## src/rtl/imem_loader.sv

```systemverilog
// Streams 32-bit instruction words into the byte-wide instruction memory, big-endian,
// holding the CPU while loading. Optional running word sum: define IMEM_LOADER_CHECKSUM_EN.
//
// state  | meaning
// IDLE   | waiting for start; bad requests pulse error
// ACCEPT | s_ready high, waiting for the next word
// WRITE  | four byte writes of the current word, idx 0..3
// FINISH | last word written; done pulses on the way back to IDLE
module imem_loader #(
  parameter int MEM_BYTES = 1024,
  parameter int CNT_W     = 16
) (
  input  logic             clk,
  input  logic             reset,
  input  logic             start,
  input  logic [31:0]      base_addr,
  input  logic [CNT_W-1:0] word_count,
  input  logic             s_valid,
  input  logic [31:0]      s_data,
  output logic             s_ready,
  output logic             mem_we,
  output logic [31:0]      mem_addr,
  output logic [7:0]       mem_wdata,
  output logic             busy,
  output logic             cpu_hold,
  output logic             done,
  output logic             error
`ifdef IMEM_LOADER_CHECKSUM_EN
  ,
  output logic [31:0]      checksum
`endif
);

  typedef enum logic [1:0] {
    S_IDLE   = 2'd0,
    S_ACCEPT = 2'd1,
    S_WRITE  = 2'd2,
    S_FINISH = 2'd3
  } state_t;

  localparam logic [31:0] TOP_ADDR  = 32'(MEM_BYTES - 1);
  localparam logic [31:0] MAX_WORDS = 32'(MEM_BYTES / 4);

  state_t           state;
  logic [31:0]      cur_addr;
  logic [CNT_W-1:0] words_left;
  logic [31:0]      shift;
  logic [1:0]       idx;
  logic             bad_req;
  logic [31:0]      next_addr;

  always_comb begin
    bad_req = (base_addr[1:0] != 2'b00) || (base_addr >= 32'(MEM_BYTES))
              || (32'(word_count) > MAX_WORDS);
    next_addr = (cur_addr == TOP_ADDR) ? 32'd0 : cur_addr + 32'd1;
  end

  assign s_ready  = (state == S_ACCEPT);
  assign busy     = (state != S_IDLE);
  assign cpu_hold = busy;

  always_ff @(posedge clk) begin
    if (reset) begin
      state      <= S_IDLE;
      cur_addr   <= '0;
      words_left <= '0;
      shift      <= '0;
      idx        <= '0;
      mem_we     <= 1'b0;
      mem_addr   <= '0;
      mem_wdata  <= '0;
      done       <= 1'b0;
      error      <= 1'b0;
`ifdef IMEM_LOADER_CHECKSUM_EN
      checksum   <= '0;
`endif
    end else begin
      mem_we <= 1'b0;
      done   <= 1'b0;
      error  <= 1'b0;
      case (state)
        S_IDLE: begin
          if (start) begin
            if (bad_req) begin
              error <= 1'b1;
            end else begin
`ifdef IMEM_LOADER_CHECKSUM_EN
              checksum <= '0;
`endif
              if (word_count == '0) begin
                state <= S_FINISH;
              end else begin
                cur_addr   <= base_addr;
                words_left <= word_count;
                state      <= S_ACCEPT;
              end
            end
          end
        end
        S_ACCEPT: begin
          // byte 0 goes out straight from s_data so the write lands in the first WRITE cycle
          if (s_valid) begin
            mem_we    <= 1'b1;
            mem_addr  <= cur_addr;
            mem_wdata <= s_data[31:24];
            shift     <= {s_data[23:0], 8'h00};
            cur_addr  <= next_addr;
            idx       <= 2'd0;
            state     <= S_WRITE;
`ifdef IMEM_LOADER_CHECKSUM_EN
            checksum  <= checksum + s_data;
`endif
          end
        end
        S_WRITE: begin
          if (idx == 2'd3) begin
            words_left <= words_left - CNT_W'(1);
            state      <= (words_left == CNT_W'(1)) ? S_FINISH : S_ACCEPT;
          end else begin
            mem_we    <= 1'b1;
            mem_addr  <= cur_addr;
            mem_wdata <= shift[31:24];
            shift     <= {shift[23:0], 8'h00};
            cur_addr  <= next_addr;
            idx       <= idx + 2'd1;
          end
        end
        S_FINISH: begin
          done  <= 1'b1;
          state <= S_IDLE;
        end
        default: state <= S_IDLE;
      endcase
    end
  end

endmodule
```

## config.mk

```make
export PLATFORM = sky130hd
export DESIGN_NAME = imem_loader
export DESIGN_NICKNAME = d
export VERILOG_FILES = /design/src/rtl/imem_loader.sv
export SDC_FILE = /design/constraint.sdc
export NUM_CORES = 1
export LEC_CHECK = 0
export ABC_AREA = 1
export CORE_MARGIN = 3
export CORE_UTILIZATION = 52
export DETAILED_ROUTE_END_ITERATION = 10
export GPL_TIMING_DRIVEN = 0
export PLACE_DENSITY = 0.8
export SYNTH_ARGS = -nofsm -noshare
export SYNTH_HDL_FRONTEND = slang
export SYNTH_SLANG_ARGS = --single-unit
```

## constraint.sdc

```tcl
create_clock -name clk -period 2.1 [get_ports clk]
set_clock_uncertainty 0.1 [all_clocks]
set_input_delay 0.21 -clock clk [delete_from_list [all_inputs] [get_ports clk]]
set_output_delay 0.21 -clock clk [all_outputs]
set_load 0.01 [all_outputs]
```

==> impl_metrics.csv <==
group,metric,value,unit
die,initial_core_util,0.543,
die,die_area,0.0141,sq mm
run_status,outcome,"finished clean",
clock_network,cts_sinks,119,
global_routing,grt.overflow.total,0,
critical_path,crit_path_end_kind,"flip-flop",
synth,synth-seq-cells,119,
global_routing,grt_first_pass_wirelength,34100,microns
timing,slew_viol_final,0,
routing,dr.pass1.iters,6,
synth,synth_seq_area_share,0.359,
die,fp.dieH,119,microns
timing,hold_viol,0,
cells_and_area,postLayoutCellArea,0.00877,sq mm
routing,drtIter0Drc,770,
die,core_area,0.0122,sq mm
power,cellPowerDensity,1520,mW/mm^2
synth,syn_area,0.00663,sq mm
critical_path,worst-setup-path-type,"reg -> reg",
routing,ant_nets,0,
clock_network,clk_pin_slew_worst_paths,0.06,ns
routing,wl_per_cell,15.4,microns
cells_and_area,final_nets,1297,
power,p_leak,0.00383,uW
synth,synth.distinct_cells,31,
routing,drt_wl_total,21300,microns
critical_path,critical_path_arrival,2.22,ns
timing,setup_viol,0,
critical_path,start_kind,"flip-flop",
synth,yosysWarnings,0,
clock_network,numCtsBuffers,17,
placed_design,dpl-instance-area,0.00812,sq mm
global_routing,grt_antenna_before_repair,0,
critical_path,required,2.33,ns
critical_path,critical_path_buf_inv_count,6,
critical_path,crit_family,"buffers and inverters",
timing,fin_crit_sh,0.950,
global_routing,grt_pass1_vias,6717,
critical_path,cp_slowest_cell,"dfxtp_2",
die,std_cell_rows,40,
timing,period_needed,2.00,ns
die,die_w,119,microns
worst_hold_path,min_path_type,"in -> reg",
placed_design,port_buffers,128,
routing,vias,7359,
synth,synthCells,1055,
cells_and_area,layout-drive-gt1-share,0.0871,
cells_and_area,syn2layout_area_growth,32.3,%
cells_and_area,final_core_util,0.718,
critical_path,cp_slowest_stage_delay,0.34,ns
clock_network,h-tree-depth,4,
clock_network,cts_tree,"built",
routing,drc_errors,0,
global_routing,grtUsageTotal,0.303,
clock_network,clock_latency,0.43,ns
placed_design,place_hpwl,15900,microns
power,power.total,13300,uW
synth,syn_nets,1148,
synth,syn_area_per_cell,6.28,sq um
run,maxCapViolCount,0,
cells_and_area,antennaDiodeCount,0,
power,ir_worst_vdd,835,uV
clock_network,cts_root_buf,"clkbuf_16",
die,ioPinCount,130,
critical_path,crit_top_cell,"inv_1",
timing,relSlewSlack,0.568,
critical_path,critPathMaxFanout,10,
timing,tightest_slew,0.647,ns
global_routing,grt_max_degree,17,
routing,vias_per_cell,5.31,
clock_network,clockBufferDepth,2,
placed_design,gp_congestion,1.01,
timing,fmax,0.501,GHz
critical_path,crit_chain,"inv_2 > ha_1 > buf_2 > inv_1 > a21oi_1 > nand2_1 > inv_1 > nand3_2 > buf_6 > buf_8 > nor2_2 > nor2_1",
==> report_power, final <==
group / internal [uW] / switching, uW
Clock: 1670 / 1130
Combinational: 2620 / 4050
Sequential: 3170 / 648
==> path summary, 6_finish.rpt <==
check	start	to	slack, ns	cells past startpoint
setup / recovery	state[0]	words_left[3]	0.10	12
hold / removal	reset	cur_addr[2]	0.03	2
setup reg to reg	state[0]	words_left[3]	0.10	12
hold reg to reg	shift[15]	shift[15]	0.37	2
==> cells by family (layout without fill, tap and decap cells) <==
family | count (synthesis) | count (layout) | synth area share
AO/OA/AOI/OAI | 162 | 162 | 0.133
adder cells (fa/ha/maj) | 9 | 9 | 0.0170
buffers and inverters | 139 | 301 | 0.0908
XOR/XNOR | 18 | 18 | 0.0238
flip-flops | 119 | 119 | 0.359
AND/OR/NAND/NOR | 608 | 608 | 0.377
==> Yosys cell counts (all sizes together) <==
cell | number | share of area
nand2 | 329 | 0.19
nor2 | 197 | 0.12
dfxtp | 119 | 0.36
inv | 86 | 0.049
o21ai | 78 | 0.059
a21oi | 57 | 0.048
nand3 | 57 | 0.045
buf | 26 | 0.027
clkbuf | 26 | 0.015
a31oi | 25 | 0.024
xor2 | 18 | 0.024
nor3 | 11 | 0.012
nand4 | 10 | 0.0094
ha | 9 | 0.017
and3 | 2 | 0.0019
nand3b | 2 | 0.0023
clkinv | 1 | 0.00057
o211a | 1 | 0.0015
o22ai | 1 | 0.00094
==> layer usage <==
metal / part of all wire / GRT usage
met1: 0.42 / 0.396
met2: 0.47 / 0.489
met3: 0.096 / 0.0769
met4: 0.023 / 0.105
met5: 0 / 0
==> stage by stage <==
stage / TNS (ns) / hold WS, ns / std cells / setup WS [ns]
floorplan: 0 / 0.238 / 1055 / 0.268
global placement: -7.25 / 0.353 / 1351 / -0.193
detailed placement: -9.31 / 0.358 / 1351 / -0.217
CTS: -0.0410 / 0.0172 / 1385 / -0.0410
global route: -0.00187 / 0.0351 / 1385 / -0.00187
finish: 0 / 0.0336 / 1385 / 0.104
==> flip-flops by register name, indices dropped and copies added (netlist names) <==
signal and cells:
cur_addr 32, mem_addr 32, shift 24, words_left 16
mem_wdata 8, idx 2, state 2, done 1
error 1, mem_we 1
==> cell type report <==
cell class                 instances  area [sq um]
multi-input combinational        797          3660
fill                            1080          3440
sequential                       119          2380
timing repair buffer             131          1310
clock buffer                      19           443
inverter                          87           337
buffer                            51           302
tap                              168           210
clock inverter                    13           123
==> cell usage in the layout (no fill, tap or decap), types with 9 or more instances in the layout <==
cell | synthesis | layout
nor2_2 | 13 | 13
clkdlybuf4s50_1 | 0 | 127
clkbuf_1 | 26 | 19
nand3_1 | 54 | 54
inv_1 | 83 | 81
nand2_1 | 324 | 324
xor2_1 | 18 | 18
a21oi_1 | 49 | 49
buf_6 | 5 | 9
buf_2 | 13 | 9
nor2_1 | 184 | 184
o21ai_0 | 78 | 78
a31oi_1 | 25 | 25
clkbuf_16 | 0 | 17
dfxtp_1 | 119 | 117
nand4_1 | 10 | 10
==> what timing repair did <==
action | CTS | global route
buffers inserted | 2 | 1
setup endpoints to repair | 104 | 100
pin swaps | 1 | 1
hold buffers | 0 | 0
gates resized for setup | 13 | 18
==> worst register-to-register path, stage by stage, from the launching register on <==
cell and delay (ns):
dfxtp_2 0.34, inv_2 0.10, ha_1 0.15, buf_2 0.19, inv_1 0.09, a21oi_1 0.17, nand2_1 0.09, inv_1 0.13
nand3_2 0.10, buf_6 0.16, buf_8 0.16, nor2_2 0.09, nor2_1 0.05
Power figures use the tool's default switching activity.
